File: src/rtl/hub75_pkg.sv
// Shared definitions for the HUB75 pixel path: FSM states, framebuffer
// channel indices and the pix_rgb bit order agreed with the scan driver.
package hub75_pkg;

    typedef enum logic [1:0] {
        IDLE  = 2'd0,
        FETCH = 2'd1,
        DRAIN = 2'd2
    } state_e;

    localparam int NUM_CH   = 6;
    localparam int CH_R_TOP = 0;
    localparam int CH_G_TOP = 1;
    localparam int CH_B_TOP = 2;
    localparam int CH_R_BOT = 3;
    localparam int CH_G_BOT = 4;
    localparam int CH_B_BOT = 5;

    localparam int PIX_R1 = 0;
    localparam int PIX_G1 = 1;
    localparam int PIX_B1 = 2;
    localparam int PIX_R2 = 3;
    localparam int PIX_G2 = 4;
    localparam int PIX_B2 = 5;

    // FIFO word: {last, rgb[5:0]}
    localparam int FIFO_W = NUM_CH + 1;

endpackage

File: src/rtl/hub75_skid_fifo.sv
// Two-entry skid FIFO for {last, rgb}; an arriving word is passed straight
// through when the FIFO is empty so a steady stream has no added latency.
module hub75_skid_fifo
    import hub75_pkg::*;
(
    input  logic              clk,
    input  logic              rst_n,
    input  logic              in_valid,
    input  logic [FIFO_W-1:0] in_data,
    output logic              out_valid,
    output logic [FIFO_W-1:0] out_data,
    input  logic              out_ready,
    output logic [1:0]        count
);

    logic [1:0][FIFO_W-1:0] mem_q, mem_d;
    logic                   rd_ptr_q, rd_ptr_d;
    logic                   wr_ptr_q, wr_ptr_d;
    logic [1:0]             count_q, count_d;
    logic                   empty, bypass, wr_en, rd_en;

    always_comb begin
        empty     = (count_q == 2'd0);
        out_valid = !empty || in_valid;
        out_data  = '0;
        if (!empty) begin
            out_data = mem_q[rd_ptr_q];
        end else if (in_valid) begin
            out_data = in_data;
        end
        bypass   = empty && in_valid && out_ready;
        wr_en    = in_valid && !bypass;
        rd_en    = !empty && out_ready;
        count_d  = count_q + {1'b0, wr_en} - {1'b0, rd_en};
        rd_ptr_d = rd_ptr_q ^ rd_en;
        wr_ptr_d = wr_ptr_q ^ wr_en;
        mem_d    = mem_q;
        if (wr_en) begin
            mem_d[wr_ptr_q] = in_data;
        end
    end

    always_ff @(posedge clk or negedge rst_n) begin
        if (!rst_n) begin
            mem_q    <= '0;
            rd_ptr_q <= 1'b0;
            wr_ptr_q <= 1'b0;
            count_q  <= 2'd0;
        end else begin
            mem_q    <= mem_d;
            rd_ptr_q <= rd_ptr_d;
            wr_ptr_q <= wr_ptr_d;
            count_q  <= count_d;
        end
    end

    assign count = count_q;

endmodule

File: src/rtl/hub75_bitplane_fetch.sv
// Fetches one framebuffer row pair per (row, plane) request and streams the
// selected bitplane as WIDTH six-bit column words to the HUB75 shifter.
module hub75_bitplane_fetch
    import hub75_pkg::*;
#(
    parameter  int WIDTH      = 64,
    parameter  int ROWS       = 32,
    parameter  int COLOR_BITS = 4,
    localparam int ROW_W      = $clog2(ROWS),
    localparam int COL_W      = $clog2(WIDTH),
    localparam int PLANE_W    = (COLOR_BITS > 1) ? $clog2(COLOR_BITS) : 1,
    localparam int ADDR_W     = ROW_W + COL_W
) (
    input  logic                         clk,
    input  logic                         rst_n,
    input  logic                         req_valid,
    output logic                         req_ready,
    input  logic [ROW_W-1:0]             req_row,
    input  logic [PLANE_W-1:0]           req_plane,
    output logic                         mem_rd,
    output logic [ADDR_W-1:0]            mem_addr,
    input  logic [NUM_CH*COLOR_BITS-1:0] mem_rdata,
    output logic                         pix_valid,
    input  logic                         pix_ready,
    output logic [NUM_CH-1:0]            pix_rgb,
    output logic                         pix_last
);

    localparam logic [COL_W-1:0] COL_LAST = COL_W'(WIDTH - 1);

    state_e             state_q, state_d;
    logic [ROW_W-1:0]   row_q, row_d;
    logic [PLANE_W-1:0] plane_q, plane_d;
    logic [COL_W-1:0]   col_q, col_d;
    logic               req_ready_q, req_ready_d;
    logic               inflight_q, inflight_d;
    logic               last_inflight_q, last_inflight_d;
    logic [1:0]         fifo_count;
    logic [FIFO_W-1:0]  fifo_in, fifo_out;
    logic               pop, credit_ok;

    // Planes at or beyond COLOR_BITS select nothing and yield all-zero words.
    function automatic logic [NUM_CH-1:0] select_bits(
        input logic [NUM_CH*COLOR_BITS-1:0] word,
        input logic [PLANE_W-1:0]           plane
    );
        logic [NUM_CH-1:0] bits;
        bits = '0;
        for (int b = 0; b < COLOR_BITS; b++) begin
            if (int'(plane) == b) begin
                bits[PIX_R1] = word[CH_R_TOP*COLOR_BITS + b];
                bits[PIX_G1] = word[CH_G_TOP*COLOR_BITS + b];
                bits[PIX_B1] = word[CH_B_TOP*COLOR_BITS + b];
                bits[PIX_R2] = word[CH_R_BOT*COLOR_BITS + b];
                bits[PIX_G2] = word[CH_G_BOT*COLOR_BITS + b];
                bits[PIX_B2] = word[CH_B_BOT*COLOR_BITS + b];
            end
        end
        return bits;
    endfunction

    // A read may issue only if its data still fits after this cycle's pop.
    always_comb begin
        pop       = pix_valid && pix_ready;
        credit_ok = ({1'b0, fifo_count} + {2'b0, inflight_q} + 3'd1) <= (3'd2 + {2'b0, pop});
        mem_rd    = (state_q == FETCH) && credit_ok;
        mem_addr  = {row_q, col_q};
        fifo_in   = {last_inflight_q, select_bits(mem_rdata, plane_q)};

        inflight_d      = mem_rd;
        last_inflight_d = mem_rd && (col_q == COL_LAST);
    end

    always_comb begin
        state_d = state_q;
        row_d   = row_q;
        plane_d = plane_q;
        col_d   = col_q;
        case (state_q)
            IDLE: begin
                if (req_valid && req_ready_q) begin
                    row_d   = req_row;
                    plane_d = req_plane;
                    col_d   = '0;
                    state_d = FETCH;
                end
            end
            FETCH: begin
                if (mem_rd) begin
                    col_d = col_q + COL_W'(1);
                    if (col_q == COL_LAST) begin
                        state_d = DRAIN;
                    end
                end
            end
            DRAIN: begin
                if (pop && pix_last) begin
                    state_d = IDLE;
                end
            end
            default: state_d = IDLE;
        endcase
        req_ready_d = (state_d == IDLE);
    end

    always_ff @(posedge clk or negedge rst_n) begin
        if (!rst_n) begin
            state_q         <= IDLE;
            row_q           <= '0;
            plane_q         <= '0;
            col_q           <= '0;
            req_ready_q     <= 1'b0;
            inflight_q      <= 1'b0;
            last_inflight_q <= 1'b0;
        end else begin
            state_q         <= state_d;
            row_q           <= row_d;
            plane_q         <= plane_d;
            col_q           <= col_d;
            req_ready_q     <= req_ready_d;
            inflight_q      <= inflight_d;
            last_inflight_q <= last_inflight_d;
        end
    end

    hub75_skid_fifo u_fifo (
        .clk       (clk),
        .rst_n     (rst_n),
        .in_valid  (inflight_q),
        .in_data   (fifo_in),
        .out_valid (pix_valid),
        .out_data  (fifo_out),
        .out_ready (pix_ready),
        .count     (fifo_count)
    );

    assign req_ready = req_ready_q;
    assign pix_rgb   = fifo_out[NUM_CH-1:0];
    assign pix_last  = fifo_out[NUM_CH];

endmodule

File: config.mk
export PLATFORM = sky130hd
export DESIGN_NAME = hub75_bitplane_fetch
export DESIGN_NICKNAME = d
export VERILOG_FILES = /design/src/rtl/hub75_pkg.sv /design/src/rtl/hub75_skid_fifo.sv /design/src/rtl/hub75_bitplane_fetch.sv
export SDC_FILE = /design/constraint.sdc
export NUM_CORES = 1
export LEC_CHECK = 0
export ABC_AREA = 1
export CORE_MARGIN = 3
export CORE_UTILIZATION = 47
export CTS_CLUSTER_DIAMETER = 50
export CTS_CLUSTER_SIZE = 28
export DETAILED_ROUTE_END_ITERATION = 7
export GPL_ROUTABILITY_DRIVEN = 0
export GPL_TIMING_DRIVEN = 0
export MAX_ROUTING_LAYER = met4
export PLACE_DENSITY = 0.9
export SLEW_MARGIN = 20
export SYNTH_ARGS = -nofsm -noshare
export SYNTH_HDL_FRONTEND = slang
export SYNTH_SLANG_ARGS = --single-unit
export TNS_END_PERCENT = 1
File: constraint.sdc
create_clock -name clk -period 2.15 [get_ports clk]
set_input_delay 0.215 -clock clk [delete_from_list [all_inputs] [get_ports clk]]
set_output_delay 0.215 -clock clk [all_outputs]
set_load 0.005 [all_outputs]
==> metrics.md, run 1 <==
| Metric | Value |
|---|---|
| Run status | `finished, final reports clean` |
| Final wirelength | `5.20 mm` |
| RSZ-0062 raised after global routing | `yes` |
| Clock network latency to the later pin of the worst-skew pair | `290 ps` |
| Placed wire-length estimate after detailed placement | `3.70 mm` |
| Largest cells by area after synthesis | `sky130_fd_sc_hd__dfrtp_1 (46%), sky130_fd_sc_hd__nand2_1 (10%), sky130_fd_sc_hd__ha_1 (5.1%), sky130_fd_sc_hd__nand3_1 (4.6%), sky130_fd_sc_hd__inv_1 (4.4%)` |
| Post-synth net total | `272` |
| Die width | `70.6 um` |
| Most common flop cell mapped by yosys | `sky130_fd_sc_hd__dfrtp_1` |
| Buffers and inverters on the worst path | `2` |
| Layout Cells excl Fill | `349` |
| Cell with the largest stage delay on the worst path | `sky130_fd_sc_hd__clkdlybuf4s50_1` |
| Io pins | `56` |
| Synth async-reset ratio | `100%` |
| Final global-route overflow total | `0` |
| Synth Register Bits | `36` |
| Number of cells after detailed placement | `333` |
| Leakage dissipation | `0.00134 uW` |
| Post-synthesis instance total | `229` |
| Die ar. | `4980 um^2` |
| Core ar. | `3830 um^2` |
| Global routing met1 resource utilization | `25.5%` |
| Global Route Usage Sum | `22.7%` |
| Number of enable flip-flop cells after synthesis | `0` |
| Final number of hold-violating endpoints | `0` |
| Dominant delay contributor by cell family on the critical path | `buffers and inverters` |
| Post-placement setup slack | `-71.2 ps` |
| Nature of the critical path endpoint | `output pin` |
| Std cell rows | `22` |
| Clock Pin Slew Worst Setup and Hold Paths | `70 ps` |
| Setup TNS Final | `0 ps` |
| Slew Limit Fails | `0` |
| Post-route clock skew | `3.96 ps` |
| Slew HR | `70.6%` |
| Max Fclk | `479 MHz` |
| Clock root buffer | `sky130_fd_sc_hd__clkbuf_8` |
| Fin worst setup slack | `61.7 ps` |
| Largest fanout of any net on the critical path | `6` |
| Total inserted antenna cells | `0` |
| Final cycle utilization of the critical path | `97.1%` |
| Distinct cells, synth | `29` |
| Deepest level of the CTS H-tree | `2` |
| Floorplan die height | `70.6 um` |
| Area fraction of the dominant cell type after synthesis | `45.9%` |
| Leading post-synthesis cells by instance count | `sky130_fd_sc_hd__nand2_1 (53), sky130_fd_sc_hd__dfrtp_1 (36), sky130_fd_sc_hd__inv_1 (23), sky130_fd_sc_hd__nand3_1 (18)` |
| Worst hold path class | `in -> async` |
| Worst hold slack | `337 ps` |
| Library cell occupying the most area in the post-synthesis netlist | `sky130_fd_sc_hd__dfrtp_1` |
| Worst path max stage delay | `510 ps` |
| IO Port Bufs | `55` |
| Fraction of power consumed by sequential logic | `29.4%` |
| Final core utilization | `72.7%` |
| Pin count of the biggest net entering global routing | `26` |
| DR vias | `1836` |
| Maximum VDD drop | `0.000856 V` |
| Residual DRC count | `0` |
| NetSw | `1710 uW` |
| Met3 track demand over resource in global routing | `5.11%` |
| Number of buffers inserted during clock tree synthesis | `5` |
| Share of power burned in combinational logic | `56.2%` |
| Most instantiated library cell after synthesis | `sky130_fd_sc_hd__nand2_1` |
| Least-Margin Pin Slew | `442 ps` |
| Number of clock sinks seen by CTS | `36` |
| Areal power density over the cells | `1480 nW/um^2` |
| Starting DRC count in detailed routing | `158` |
| Via count of the first global-routing pass | `1915` |
| CTS tree | `done` |
| Antenna violations before repair | `0` |
| Busiest layer in global routing | `met2` |
| First-pass GRT wire length | `8.73 mm` |
| Via density per instance | `5.26` |
| Switch share | `41.5%` |
| Final Setup Violations | `0` |
| Number of nets in the final layout | `343` |
| Max_cap viols | `0` |
| Proportion of layout cells with a drive suffix above 1 | `18.3%` |
| Residual antenna-violating net count after detailed routing | `0` |
| Detailed-routing iteration count for the pre-antenna-repair pass | `4` |
| Number of warnings issued by yosys | `0` |
| Final worst path period need | `2090 ps` |
| Clock Power Share | `14.4%` |
| Required time worst endpoint | `1930 ps` |
| GR Layer Usage met2 | `40.1%` |
| Internal cell power | `2410 uW` |
| Worst EP arrival | `1870 ps` |
| Post-synthesis cell area | `1960 um^2` |
| Wirelength per Cell | `14.9 um` |
| Maximum buffer depth of the clock tree | `2` |
| Critical Path, Cell by Cell | `inv_2 -> nor2_4 -> nand2_1 -> nand3_1 -> a21oi_2 -> o21ai_1 -> clkdlybuf4s50_1` |
| Critical path class | `reg -> out` |
| Sequential element share of the synthesized area | `45.9%` |
| Area growth from synthesis to final layout | `41.9%` |
| Initial core utilization | `51.2%` |
| Syn Area/Cell | `8.56 um^2` |
| Startpoint type of the worst setup path | `register` |
-- what timing repair did --
| action | 4_1_cts | 5_1_grt |
|---|---|---|
| hold endpoints to repair | 11 | 0 |
| gates resized for setup | 6 | 7 |
| pin swaps | 3 | 3 |
| hold buffers | 1 | 0 |
| buffers inserted | 7 | 0 |
| endpoints found under the setup margin | 7 | 7 |
-- power by group through the flow --
stage	registers, uW	logic, uW	clock network (uW)
6_report	1210	2320	594
5_1_grt	1240	2560	630
3_5_place_dp	1200	2140	0
2_1_floorplan	1160	1290	0
4_1_cts	1200	2300	599
3_3_place_gp	1180	2050	0
-- routing by layer --
| layer | vias to the layer above | wire length (um) |
|---|---|---|
| met1 | 876 | 2130 |
| met5 | - | 0 |
| met4 | 0 | 82 |
| met2 | 60 | 2770 |
| met3 | 11 | 216 |
| li1 | 889 | - |
-- cell usage in the layout, fill, tap and decap left out, types with 3 or more instances in the layout --
master,count
sky130_fd_sc_hd__dlymetal6s2s_1,3
sky130_fd_sc_hd__o21ai_0,12
sky130_fd_sc_hd__nor2_4,4
sky130_fd_sc_hd__dfrtp_1,34
sky130_fd_sc_hd__nand3_1,17
sky130_fd_sc_hd__nand4_1,3
sky130_fd_sc_hd__nor2_2,4
sky130_fd_sc_hd__a21oi_2,5
sky130_fd_sc_hd__o21ai_1,14
sky130_fd_sc_hd__nand2_2,3
sky130_fd_sc_hd__buf_4,7
sky130_fd_sc_hd__clkdlybuf4s50_1,50
sky130_fd_sc_hd__inv_2,6
sky130_fd_sc_hd__ha_1,8
sky130_fd_sc_hd__inv_1,20
sky130_fd_sc_hd__nand3_2,3
sky130_fd_sc_hd__nor2_1,13
sky130_fd_sc_hd__clkbuf_8,5
sky130_fd_sc_hd__a21oi_1,8
sky130_fd_sc_hd__nand2_1,53
sky130_fd_sc_hd__buf_6,3
sky130_fd_sc_hd__mux2_2,4
-- final cells by class --
cell class,instances,area (um^2)
plain buffers,4,37.5
clock buffers,6,72.6
clock inverters,2,35.0
fillers,261,1040
inverters,28,108
multi-input cells,161,932
flip-flops and latches,36,903
well taps,48,60.1
repair buffers,64,634
-- final timing paths --
kind	slack [ps]	depth (start not counted)	startpoint	end
max in group asynchronous	1380	3	rst_n	plane_q[0]$_DFFE_PN0P_
min	340	2	rst_n	col_q[1]$_DFFE_PN0P_
min reg2reg	480	2	u_fifo.mem_q[6]$_DFFE_PN0P_	u_fifo.mem_q[6]$_DFFE_PN0P_
max	60	7	plane_q[0]$_DFFE_PN0P_	pix_rgb[2]
min in group clk	480	2	u_fifo.mem_q[6]$_DFFE_PN0P_	u_fifo.mem_q[6]$_DFFE_PN0P_
max reg2reg	200	8	u_fifo.count[0]$_DFF_PN0_	u_fifo.mem_q[8]$_DFFE_PN0P_
-- flip-flops by register name (all words and copies together), names as in the netlist, 2 cells and up --
register      flops
u_fifo.mem_q     14
col_q             6
plane_q           2
state_q           2
row_q             5
u_fifo.count      2
-- kinds of logic after synthesis --
kind of cell	share of synthesized area [%]
fa+ha+maj	5.11
simple gates	25.8
buf+inv	7.40
compound gates	11.4
flops	45.9
mux	3.06
xor+xnor	1.34
-- metrics by stage --
stage / area (um^2) / power [uW]
final: 2780 / 4120
after global routing: 2780 / 4430
after global placement: 2570 / 3230
after CTS: 2760 / 4100
after detailed placement: 2590 / 3340
after floorplan: 1960 / 2460
No activity file was read; power rests on OpenSTA's default activity.
==> run 2: changes to the inputs <==
- SKIP_CTS_REPAIR_TIMING: not set -> 1
==> metrics.md, run 2 (synthesis results as in run 1) <==
| Metric | Value |
|---|---|
| Largest fanout of any net on the critical path | `4 (-2)` |
| Worst EP arrival | `1870 ps (about the same)` |
| Leading cell type in the layout, fill and taps excluded | `sky130_fd_sc_hd__nand2_1` |
| Final global-route overflow total | `0 (unchanged)` |
| Max_cap viols | `0 (unchanged)` |
| Std cell rows | `22 (unchanged)` |
| Final Setup Violations | `0 (unchanged)` |
| Final cycle utilization of the critical path | `97.0% (-0.15 points)` |
| Wirelength per Cell | `14.6 um (-2.3%)` |
| Residual antenna-violating net count after detailed routing | `0 (unchanged)` |
| Biggest regs | `u_fifo.mem_q x14, col_q x6, row_q x5` |
| Via count of the first global-routing pass | `1796 (-6.2%)` |
| Die ar. | `4980 um^2 (unchanged)` |
| Core ar. | `3830 um^2 (unchanged)` |
| Required time worst endpoint | `1930 ps (about the same)` |
| Placed wire-length estimate after detailed placement | `3.70 mm (unchanged)` |
| Worst hold path class | `in -> async` |
| Finished layout cell area | `2810 um^2 (+0.94%)` |
| Antenna violations before repair | `0 (unchanged)` |
| Areal power density over the cells | `1480 nW/um^2 (+0.21%)` |
| Via density per instance | `5.18 (-1.6%)` |
| Startpoint type of the worst setup path | `register` |
| Number of flip-flops under the largest register name | `14 (unchanged)` |
| CTS tree | `done` |
| Global Route Usage Sum | `21.3% (-1.3 points)` |
| Biggest register | `u_fifo.mem_q` |
| Number of clock sinks seen by CTS | `36 (unchanged)` |
| Maximum buffer depth of the clock tree | `2 (unchanged)` |
| Nature of the critical path endpoint | `output pin` |
| Post-route clock skew | `3.71 ps (-0.250 ps)` |
| Die width | `70.6 um (unchanged)` |
| Slew HR | `70.0% (-0.54 points)` |
| Final worst path period need | `2090 ps (-3.28 ps)` |
| Clock root buffer | `sky130_fd_sc_hd__clkbuf_8` |
| Deepest level of the CTS H-tree | `2 (unchanged)` |
| IO Port Bufs | `55 (unchanged)` |
| Most frequent cells in the layout | `sky130_fd_sc_hd__nand2_1 (53), sky130_fd_sc_hd__clkdlybuf4s50_1 (50), sky130_fd_sc_hd__dfrtp_1 (34), sky130_fd_sc_hd__inv_1 (20), sky130_fd_sc_hd__nand3_1 (17)` |
| Max Fclk | `480 MHz (+0.16%)` |
| First-pass GRT wire length | `8.18 mm (-6.2%)` |
| Placement-stage cell area | `2590 um^2 (unchanged)` |
| Critical path class | `reg -> out` |
| Number of buffers inserted during clock tree synthesis | `5 (unchanged)` |
| Detailed-routing iteration count for the pre-antenna-repair pass | `4 (unchanged)` |
| Number of nets in the final layout | `346 (+0.87%)` |
| Setup TNS Final | `0 ps (unchanged)` |
| Leakage dissipation | `0.00136 uW (+1.6%)` |
| Least-Margin Pin Slew | `450 ps (+8.10 ps)` |
| Pin count of the biggest net entering global routing | `26 (unchanged)` |
| Run status | `finished, final reports clean` |
| Clock network latency to the later pin of the worst-skew pair | `290 ps (about the same)` |
| RSZ-0062 raised after global routing | `yes` |
| Starting DRC count in detailed routing | `135 (-15%)` |
| Area growth from synthesis to final layout | `43.3%` |
| Residual DRC count | `0 (unchanged)` |
| Total inserted antenna cells | `0 (unchanged)` |
| Final wirelength | `5.13 mm (-1.5%)` |
| Final number of hold-violating endpoints | `0 (unchanged)` |
| Slew Limit Fails | `0 (unchanged)` |
| Maximum VDD drop | `0.000847 V (-1.1%)` |
| Clock Pin Slew Worst Setup and Hold Paths | `70 ps (about the same)` |
| Io pins | `56 (unchanged)` |
| DR vias | `1822 (-0.76%)` |
| Proportion of layout cells with a drive suffix above 1 | `19.1% (+0.81 points)` |
| Floorplan die height | `70.6 um (unchanged)` |
| Initial core utilization | `51.2% (unchanged)` |
[run 2: final cells by class]
cell class | instances | area (um^2)
inverter | 28 | 108
buffer | 4 | 37.5
fill | 262 | 1020
timing repair buffer | 67 | 661
clock inverter | 2 | 35.0
multi-input combinational | 161 | 932
tap | 48 | 60.1
sequential | 36 | 903
clock buffer | 6 | 72.6
[run 2: critical path, cell delays in order (launching register included)]
cell and delay [ps]:
sky130_fd_sc_hd__dfrtp_1 410, sky130_fd_sc_hd__nor2_2 150, sky130_fd_sc_hd__buf_4 120, sky130_fd_sc_hd__inv_1 70, sky130_fd_sc_hd__nor2_4 120, sky130_fd_sc_hd__inv_2 70, sky130_fd_sc_hd__o21ai_1 130, sky130_fd_sc_hd__clkdlybuf4s50_1 510
[run 2: report_power, final]
group	leakage [uW]	internal [uW]	switching, uW
Clock	0.0000552	344	244
Sequential	0.000447	974	239
Combinational	0.000861	1150	1220
Total	0.00136	2470	1700
[run 2: worst paths after layout]
| kind | startpoint | to | slack [ps] | depth (start not counted) |
|---|---|---|---|---|
| max reg2reg | u_fifo.count[1]$_DFF_PN0_ | u_fifo.mem_q[8]$_DFFE_PN0P_ | 270 | 8 |
| min in group clk | u_fifo.mem_q[13]$_DFFE_PN0P_ | u_fifo.mem_q[13]$_DFFE_PN0P_ | 480 | 2 |
| min reg2reg | u_fifo.mem_q[13]$_DFFE_PN0P_ | u_fifo.mem_q[13]$_DFFE_PN0P_ | 480 | 2 |
| max | u_fifo.count[1]$_DFF_PN0_ | pix_rgb[2] | 60 | 7 |
| max in group asynchronous | rst_n | plane_q[1]$_DFFE_PN0P_ | 1380 | 3 |
| min | rst_n | col_q[1]$_DFFE_PN0P_ | 340 | 2 |
[run 2: through the flow]
| step | utilization [%] | cells | total power [uW] | hold WS, ps | setup WS, ps |
|---|---|---|---|---|---|
| 2_1_floorplan | - | 229 | 2460 | -80.6 | 497 |
| 3_5_place_dp | 67.6 | 333 | 3340 | 118 | -71.2 |
| 4_1_cts | 70.4 | 341 | 3970 | -198 | -380 |
| 3_3_place_gp | 67.2 | 332 | 3230 | 455 | -30.5 |
| 6_report | 73.4 | 352 | 4170 | 340 | 64.9 |
| 5_1_grt | 73.4 | 352 | 4500 | 368 | -51.6 |
[run 2: layer usage]
layer  part of all wire [%]  track usage, %  up-vias
li1                       -               -      896
met1                     41            24.3      868
met2                     53            37.4       51
met3                    4.5            4.83        7
met4                    1.3            6.68        0
met5                      0               -        -
